<file path="config.mk">
export PLATFORM = sky130hd
export DESIGN_NAME = note_sequencer_flat
export DESIGN_NICKNAME = d
export VERILOG_FILES = /design/src/rtl/note_sequencer_if.sv /design/src/rtl/note_sequencer.sv /design/src/flat_wrapper.sv
export SDC_FILE = /design/constraint.sdc
export NUM_CORES = 1
export LEC_CHECK = 0
export BUFFER_PORTS_ARGS = -buffer_cell sky130_fd_sc_hd__buf_2
export CAP_MARGIN = 20
export CORE_MARGIN = 1.5
export CORE_UTILIZATION = 55
export DETAILED_ROUTE_END_ITERATION = 6
export PLACE_DENSITY = 0.71
export SLEW_MARGIN = 0
export SYNTH_ARGS = -nofsm -noshare
export SYNTH_HDL_FRONTEND = slang
export SYNTH_SLANG_ARGS = --single-unit
</file>
<file path="constraint.sdc">
create_clock -name clk -period 6.3 [get_ports clk]
set_clock_uncertainty 0.15 [all_clocks]
set_input_delay 0.315 -clock clk [delete_from_list [all_inputs] [get_ports clk]]
set_output_delay 0.315 -clock clk [all_outputs]
set_load 0.05 [all_outputs]
</file>
<file path="src/rtl/note_sequencer_if.sv">
// Bundle of the live-note, timebase, button and oscillator-side signals of note_sequencer.
// Pure wiring, no latency of its own.
// No backpressure: every signal is a plain level or one-cycle pulse.
// Ports: master = driver/tick/button side plus output observer, slave = the sequencer itself.
interface note_sequencer_if #(
  parameter int ADDR_W = 4
) ();
  logic [17:0]     divider_in;
  logic            strobe_in;
  logic            tick;
  logic            rec_btn;
  logic            play_btn;
  logic [17:0]     divider_out;
  logic            note_active;
  logic [1:0]      state;
  logic [ADDR_W:0] count;
  logic            full;

  modport master (
    output divider_in, strobe_in, tick, rec_btn, play_btn,
    input  divider_out, note_active, state, count, full
  );

  modport slave (
    input  divider_in, strobe_in, tick, rec_btn, play_btn,
    output divider_out, note_active, state, count, full
  );
endinterface

</file>
<file path="src/rtl/note_sequencer.sv">
// Record/playback sequencer between the keypad driver and the oscillator.
// Latency: divider_out/note_active are registered, one cycle after the live input or playback event.
// No backpressure: inputs are sampled every cycle, the tick pulse is the only timebase.
// Ports: clk, nrst (async active-low); bus.slave carries divider_in/strobe_in/tick/rec_btn/play_btn
// in and divider_out/note_active/state/count/full out.
module note_sequencer #(
  parameter int DEPTH  = 16,
  parameter int ADDR_W = 4,
  parameter int DUR_W  = 8
) (
  input  logic             clk,
  input  logic             nrst,
  note_sequencer_if.slave  bus
);

  typedef enum logic [1:0] {
    S_IDLE = 2'b00,
    S_REC  = 2'b01,
    S_PLAY = 2'b10
  } state_t;

  typedef struct packed {
    logic [17:0]      val;
    logic [DUR_W-1:0] dur;
  } entry_t;

  localparam logic [DUR_W-1:0]  DUR_MAX = {DUR_W{1'b1}};
  localparam logic [ADDR_W:0]   CNT_MAX = (ADDR_W+1)'(DEPTH);
  localparam logic [ADDR_W:0]   CNT_ONE = (ADDR_W+1)'(1);

  entry_t           seg_buf [DEPTH];
  state_t           st;
  logic             rec_q;
  logic             play_q;
  logic [ADDR_W:0]  cnt;
  logic             seg_open;
  logic [17:0]      seg_val;
  logic [DUR_W-1:0] seg_dur;
  logic [ADDR_W-1:0] pidx;
  logic [DUR_W-1:0] pcnt;
  logic [17:0]      dout;
  logic             act;

  logic [17:0]      live;
  logic             rec_press;
  logic             play_press;
  logic [DUR_W-1:0] dur_nxt;
  logic             changed;
  logic             sat;
  logic             wr_en;
  entry_t           wr_dat;
  entry_t           cur_ent;
  entry_t           nxt_ent;
  logic [ADDR_W-1:0] nidx;
  logic [DUR_W-1:0] pcnt_inc;
  logic             seg_end;
  logic [17:0]      out_nxt;

  always_comb begin
    live       = bus.strobe_in ? bus.divider_in : 18'd0;
    rec_press  = bus.rec_btn & ~rec_q;
    play_press = bus.play_btn & ~play_q;
    dur_nxt    = seg_dur + DUR_W'(bus.tick);
    changed    = (live != seg_val);
    sat        = (dur_nxt == DUR_MAX);

    // A tick in the same cycle as a close event belongs to the closing segment,
    // and a saturated segment always has dur_nxt == DUR_MAX, so one write path covers all cases.
    wr_en        = 1'b0;
    wr_dat.val   = seg_val;
    wr_dat.dur   = dur_nxt;
    if (st == S_REC && cnt != CNT_MAX && seg_open && (rec_press || sat || changed)) begin
      wr_en = (dur_nxt != '0);
    end

    cur_ent  = seg_buf[pidx];
    nidx     = (({1'b0, pidx} + CNT_ONE) == cnt) ? '0 : pidx + 1'b1;
    nxt_ent  = seg_buf[nidx];
    pcnt_inc = pcnt + 1'b1;
    seg_end  = bus.tick && (pcnt_inc == cur_ent.dur);

    out_nxt = live;
    case (st)
      S_IDLE: begin
        if (!rec_press && play_press && cnt != '0) begin
          out_nxt = seg_buf[0].val;
        end
      end
      S_PLAY: begin
        if (play_press) begin
          out_nxt = live;
        end else if (seg_end) begin
          out_nxt = nxt_ent.val;
        end else begin
          out_nxt = cur_ent.val;
        end
      end
      default: out_nxt = live;
    endcase
  end

  // Buffer contents survive reset; count=0 makes stale entries unreachable.
  always_ff @(posedge clk) begin
    if (wr_en) begin
      seg_buf[cnt[ADDR_W-1:0]] <= wr_dat;
    end
  end

  always_ff @(posedge clk or negedge nrst) begin
    if (!nrst) begin
      st       <= S_IDLE;
      // Edge detectors start high so a button held through reset release is not a press.
      rec_q    <= 1'b1;
      play_q   <= 1'b1;
      cnt      <= '0;
      seg_open <= 1'b0;
      seg_val  <= '0;
      seg_dur  <= '0;
      pidx     <= '0;
      pcnt     <= '0;
      dout     <= '0;
      act      <= 1'b0;
    end else begin
      rec_q  <= bus.rec_btn;
      play_q <= bus.play_btn;
      dout   <= out_nxt;
      act    <= (out_nxt != 18'd0);

      case (st)
        S_IDLE: begin
          if (rec_press) begin
            st       <= S_REC;
            cnt      <= '0;
            seg_open <= 1'b0;
            seg_dur  <= '0;
          end else if (play_press && cnt != '0) begin
            st   <= S_PLAY;
            pidx <= '0;
            pcnt <= '0;
          end
        end

        S_REC: begin
          if (cnt == CNT_MAX) begin
            st <= S_IDLE;
          end else begin
            if (wr_en) begin
              cnt <= cnt + CNT_ONE;
            end
            if (rec_press) begin
              st       <= S_IDLE;
              seg_open <= 1'b0;
              seg_dur  <= '0;
            end else if (!seg_open) begin
              // Leading silence is not recorded; the first sound opens the first segment.
              if (live != 18'd0) begin
                seg_open <= 1'b1;
                seg_val  <= live;
                seg_dur  <= '0;
              end
            end else if (changed || sat) begin
              seg_val <= live;
              seg_dur <= '0;
            end else begin
              seg_dur <= dur_nxt;
            end
          end
        end

        S_PLAY: begin
          if (play_press) begin
            st <= S_IDLE;
          end else if (bus.tick) begin
            if (seg_end) begin
              pidx <= nidx;
              pcnt <= '0;
            end else begin
              pcnt <= pcnt_inc;
            end
          end
        end

        default: st <= S_IDLE;
      endcase
    end
  end

  assign bus.divider_out = dout;
  assign bus.note_active = act;
  assign bus.state       = st;
  assign bus.count       = cnt;
  assign bus.full        = (cnt == CNT_MAX);

endmodule

</file>
<file path="src/flat_wrapper.sv">
// flat-port wrapper written by rule: the top's interface ports become plain ports
module note_sequencer_flat 
#(
  parameter int DEPTH  = 16,
  parameter int ADDR_W = 4,
  parameter int DUR_W  = 8
)
  (clk, nrst, bus_divider_in, bus_strobe_in, bus_tick, bus_rec_btn, bus_play_btn, bus_divider_out, bus_note_active, bus_state, bus_count, bus_full);
  note_sequencer_if #(.ADDR_W(ADDR_W)) bus_i ();
  input  logic clk;
  input  logic nrst;
  input wire logic [$bits(bus_i.divider_in)-1:0] bus_divider_in;
  input wire logic [$bits(bus_i.strobe_in)-1:0] bus_strobe_in;
  input wire logic [$bits(bus_i.tick)-1:0] bus_tick;
  input wire logic [$bits(bus_i.rec_btn)-1:0] bus_rec_btn;
  input wire logic [$bits(bus_i.play_btn)-1:0] bus_play_btn;
  output wire logic [$bits(bus_i.divider_out)-1:0] bus_divider_out;
  output wire logic [$bits(bus_i.note_active)-1:0] bus_note_active;
  output wire logic [$bits(bus_i.state)-1:0] bus_state;
  output wire logic [$bits(bus_i.count)-1:0] bus_count;
  output wire logic [$bits(bus_i.full)-1:0] bus_full;
  assign bus_i.divider_in = bus_divider_in;
  assign bus_i.strobe_in = bus_strobe_in;
  assign bus_i.tick = bus_tick;
  assign bus_i.rec_btn = bus_rec_btn;
  assign bus_i.play_btn = bus_play_btn;
  assign bus_divider_out = bus_i.divider_out;
  assign bus_note_active = bus_i.note_active;
  assign bus_state = bus_i.state;
  assign bus_count = bus_i.count;
  assign bus_full = bus_i.full;
  note_sequencer #(.DEPTH(DEPTH), .ADDR_W(ADDR_W), .DUR_W(DUR_W)) u_core (.clk(clk), .nrst(nrst), .bus(bus_i));
endmodule
</file>
==> flow_summary_export.csv <==
group,metric,value,unit
run_status,run_status,"complete, no violations",
clock_tree,clock_path_buffers,3,
power,swShare,0.306,
critical_path,path_class,"flop to flop",
route,vias_per_cell,7.04,
clock_tree,post_cts_buffers,0,
sta,setup_tns,0,ns
placed_design,dpl.hpwl,42100,um
clock_tree,cts_buffers,50,
synthesis,synthArstFlopShare,0.139,
layout,nets,1687,
floorplanning,initial_core_util,0.556,
synthesis,synth.distinct_cells,79,
sta,slew_violations,0,
synthesis,synthFlopType,"edfxtp_1",
grt,overflow,0,
sta,max_slew_margin,0.232,
layout,drive_gt1_frac,0.196,
sta,worst_pin_slew,1.15,ns
clock_tree,clock-root-buffer,"clkbuf_16",
sta,setup_viol,0,
floorplanning,die_x,206,um
critical_path,crit_slowest_cell,"a21oi_4",
power,power.internal,6170,uW
sta,layout_setup_ws,0.677,ns
power,seqPwrFrac,0.467,
placed_design,place_ws,0.899,ns
placed_design,port_buffers,50,
power,p_comb_frac,0.201,
critical_path,cp-end-kind,"flop",
critical_path,critPathMaxStageDelay,0.98,ns
clock_tree,clkLatencyLatePin,0.59,ns
layout,final_cell_mix,"edfxtp_1 (416), nand2_1 (104), mux4_2 (101), mux2i_1 (86), o21ai_0 (86)",
route,dr.pass1.iters,7,
grt,grt_util_all_layers,0.326,
sta,finalHoldViolCount,0,
route,drtIter0Drc,2297,
worst_hold_path,hp-class,"input pin to flop",
grt,grt_start_max_net_pins,68,
placed_design,dpl.cell_count,2113,
floorplanning,floorplan.io_pins,51,
synthesis,syn-mean-instance-area,14.4,um^2
synthesis,syn_inst,1580,
route,wl_met1,25400,um
grt,grt_pass1_vias,15300,
route,top_layer_used,"met5",
critical_path,crit_required,6.61,ns
grt,grt_pass1_wl,99200,um
placed_design,gp_routability_congestion,0.918,
floorplanning,rows,74,
layout,final_common_cell,"edfxtp_1",
critical_path,rrSetupSlack,0.68,ns
route,via_count,15700,
layout,fillers,2921,
critical_path,crit_chain,"ha_1 -> xnor2_1 -> nand2_1 -> o211a_1 -> a21oi_4 -> buf_4 -> a221oi_1 -> o31ai_1 -> o221ai_1 -> nor4_1 -> and4bb_1 -> nand4bb_1",
synthesis,ys_warn_count,0,
route,drc,0,
layout,insertedDiodeCount,0,
floorplanning,die_h,206,um
synthesis,yosysSeqAreaShare,0.624,
floorplanning,core,0.0408,mm^2
layout,layout.cells.non_filler,2227,
critical_path,cp.buffers_inverters,1,
clock_tree,cts_tree,"done",
critical_path,cp_max_fo,54,
critical_path,critPathArrivalTime,5.94,ns
sta,hold_ws,0.202,ns
synthesis,synthesis.nets,1612,
route,wire_per_inst,30.3,um
power,ir_drop,0.282,mV
critical_path,critPathLaunchType,"flop",
route,wirelength,67400,um
floorplanning,die_area,0.0425,mm^2
clock_tree,cts_max_level,2,
layout,area_delta_synth_final,12.8,%
route,wl_met2,30900,um
sta,max_freq,178,MHz
sta,finalCriticalPeriod,5.62,ns
clock_tree,path_clk_slew,0.06,ns
synthesis,ys_seq_elements,483,
synthesis,synthesis.area,0.0227,mm^2
critical_path,crit_family,"compound AO/OA/AOI/OAI gates",
power,p_per_area,347,mW/mm^2
grt,grt_antenna_before_repair,1,
clock_tree,cts_resized,0,
route,wl_met3,7610,um
power,leakagePower,0.00850,uW
route,final_antenna_net_count,0,
synthesis,synth_edf_count,416,
sta,rsz0062_at_grt,"no",
power,power_switching,2730,uW
sta,timing.final.crit_share,0.893,
power,power_frac_clock,0.332,
flow_run,max_cap_viol_count,0,
clock_tree,cts_sinks,483,
## power by group through the flow
stage | sequential, uW | clock [uW] | combinational [uW]
floorplan | 4130 | 0 | 1170
global placement | 4190 | 0 | 1700
detailed placement | 4210 | 0 | 1730
CTS | 4140 | 2970 | 1750
global route | 4180 | 3090 | 1900
finish | 4150 | 2960 | 1790
## cells in the mapped netlist, types with 11 or more instances
cell type | count | share of area
mux2i_1 | 86 | 0.038
a21oi_1 | 40 | 0.0088
mux2_2 | 12 | 0.0059
inv_1 | 44 | 0.0073
mux4_2 | 101 | 0.10
clkbuf_1 | 47 | 0.0078
o21ai_0 | 87 | 0.019
o221ai_1 | 23 | 0.0089
a22o_1 | 12 | 0.0046
nor2_1 | 71 | 0.012
buf_2 | 34 | 0.0075
nor3_1 | 23 | 0.0051
dfrtp_1 | 65 | 0.072
o211ai_1 | 12 | 0.0040
nor4_1 | 11 | 0.0030
a22oi_1 | 24 | 0.0079
edfxtp_1 | 416 | 0.55
xnor2_1 | 26 | 0.010
a211oi_1 | 19 | 0.0063
o22ai_1 | 29 | 0.0080
nand3_1 | 47 | 0.010
o31ai_1 | 17 | 0.0056
nand2_1 | 104 | 0.017
nand2b_1 | 16 | 0.0044
nor2b_1 | 11 | 0.0030
a221oi_1 | 24 | 0.0093
a31oi_1 | 12 | 0.0033
## metrics by stage
stage	total power (uW)	area, um^2	utilization
after floorplan	5300	22700	-
after detailed placement	5930	23800	0.582
after global routing	9170	25600	0.628
final	8900	25600	0.628
after global placement	5890	23800	0.582
after CTS	8860	25600	0.627
## worst paths after layout
check,start,endpoint,cells past startpoint
max in group asynchronous,nrst,u_core.pidx[1],2
worst max-delay path,u_core.pidx[1],u_core.bus.note_active,12
worst min register to register,u_core.seg_dur[0],u_core.seg_dur[0],2
min in group asynchronous,nrst,u_core.seg_dur[3],2
worst max register to register,u_core.pidx[1],u_core.bus.note_active,12
worst min-delay path,bus_strobe_in,u_core.seg_val[3],3
## cells by family after synthesis
group,Yosys count,share of synthesized area
buffers and inverters,147,0.0280
muxes,200,0.144
xor gates and xnor gates,37,0.0146
adders and majority gates,8,0.00441
DFF,483,0.624
AOI/OAI and AO/OA,373,0.115
and+or+nand+nor,332,0.0700
## cell type report
| cell class | count | area [um^2] | share of cell area |
|---|---|---|---|
| timing repair buffer | 123 | 898 | 0.0351 |
| multi-input combinational | 950 | 8060 | 0.315 |
| tap | 532 | 666 | 0.0260 |
| clock buffer | 66 | 1440 | 0.0560 |
| inverter | 47 | 176 | 0.00688 |
| sequential | 483 | 14200 | 0.553 |
| clock inverter | 26 | 209 | 0.00815 |
## registers in the layout (all words and copies together) (netlist names)
name                    flops
u_core.seg_buf            416
u_core.seg_dur              8
u_core.bus.divider_out     18
u_core.play_q               1
u_core.seg_open             1
u_core.pcnt                 8
u_core.pidx                 4
u_core.rec_q                1
u_core.bus.state            2
u_core.bus.note_active      1
u_core.seg_val             18
u_core.bus.count            5
## what timing repair did
item,4_1_cts,5_1_grt
endpoints found under the hold margin,87,0
hold buffers,21,0
setup endpoints to repair,0,0
## worst reg2reg max path, cell delays in order, from the launching register on
cell,delay [ns]
dfrtp_4,0.80
ha_1,0.43
xnor2_1,0.57
nand2_1,0.18
o211a_1,0.36
a21oi_4,0.98
buf_4,0.43
a221oi_1,0.16
o31ai_1,0.31
o221ai_1,0.18
nor4_1,0.50
and4bb_1,0.34
nand4bb_1,0.11
## routing by layer
layer,global-route usage,vias up
li1,-,6508
met5,0,-
met3,0.0634,220
met2,0.490,1080
met4,0.169,2
met1,0.455,7873
(Power assumes the default switching activity.)
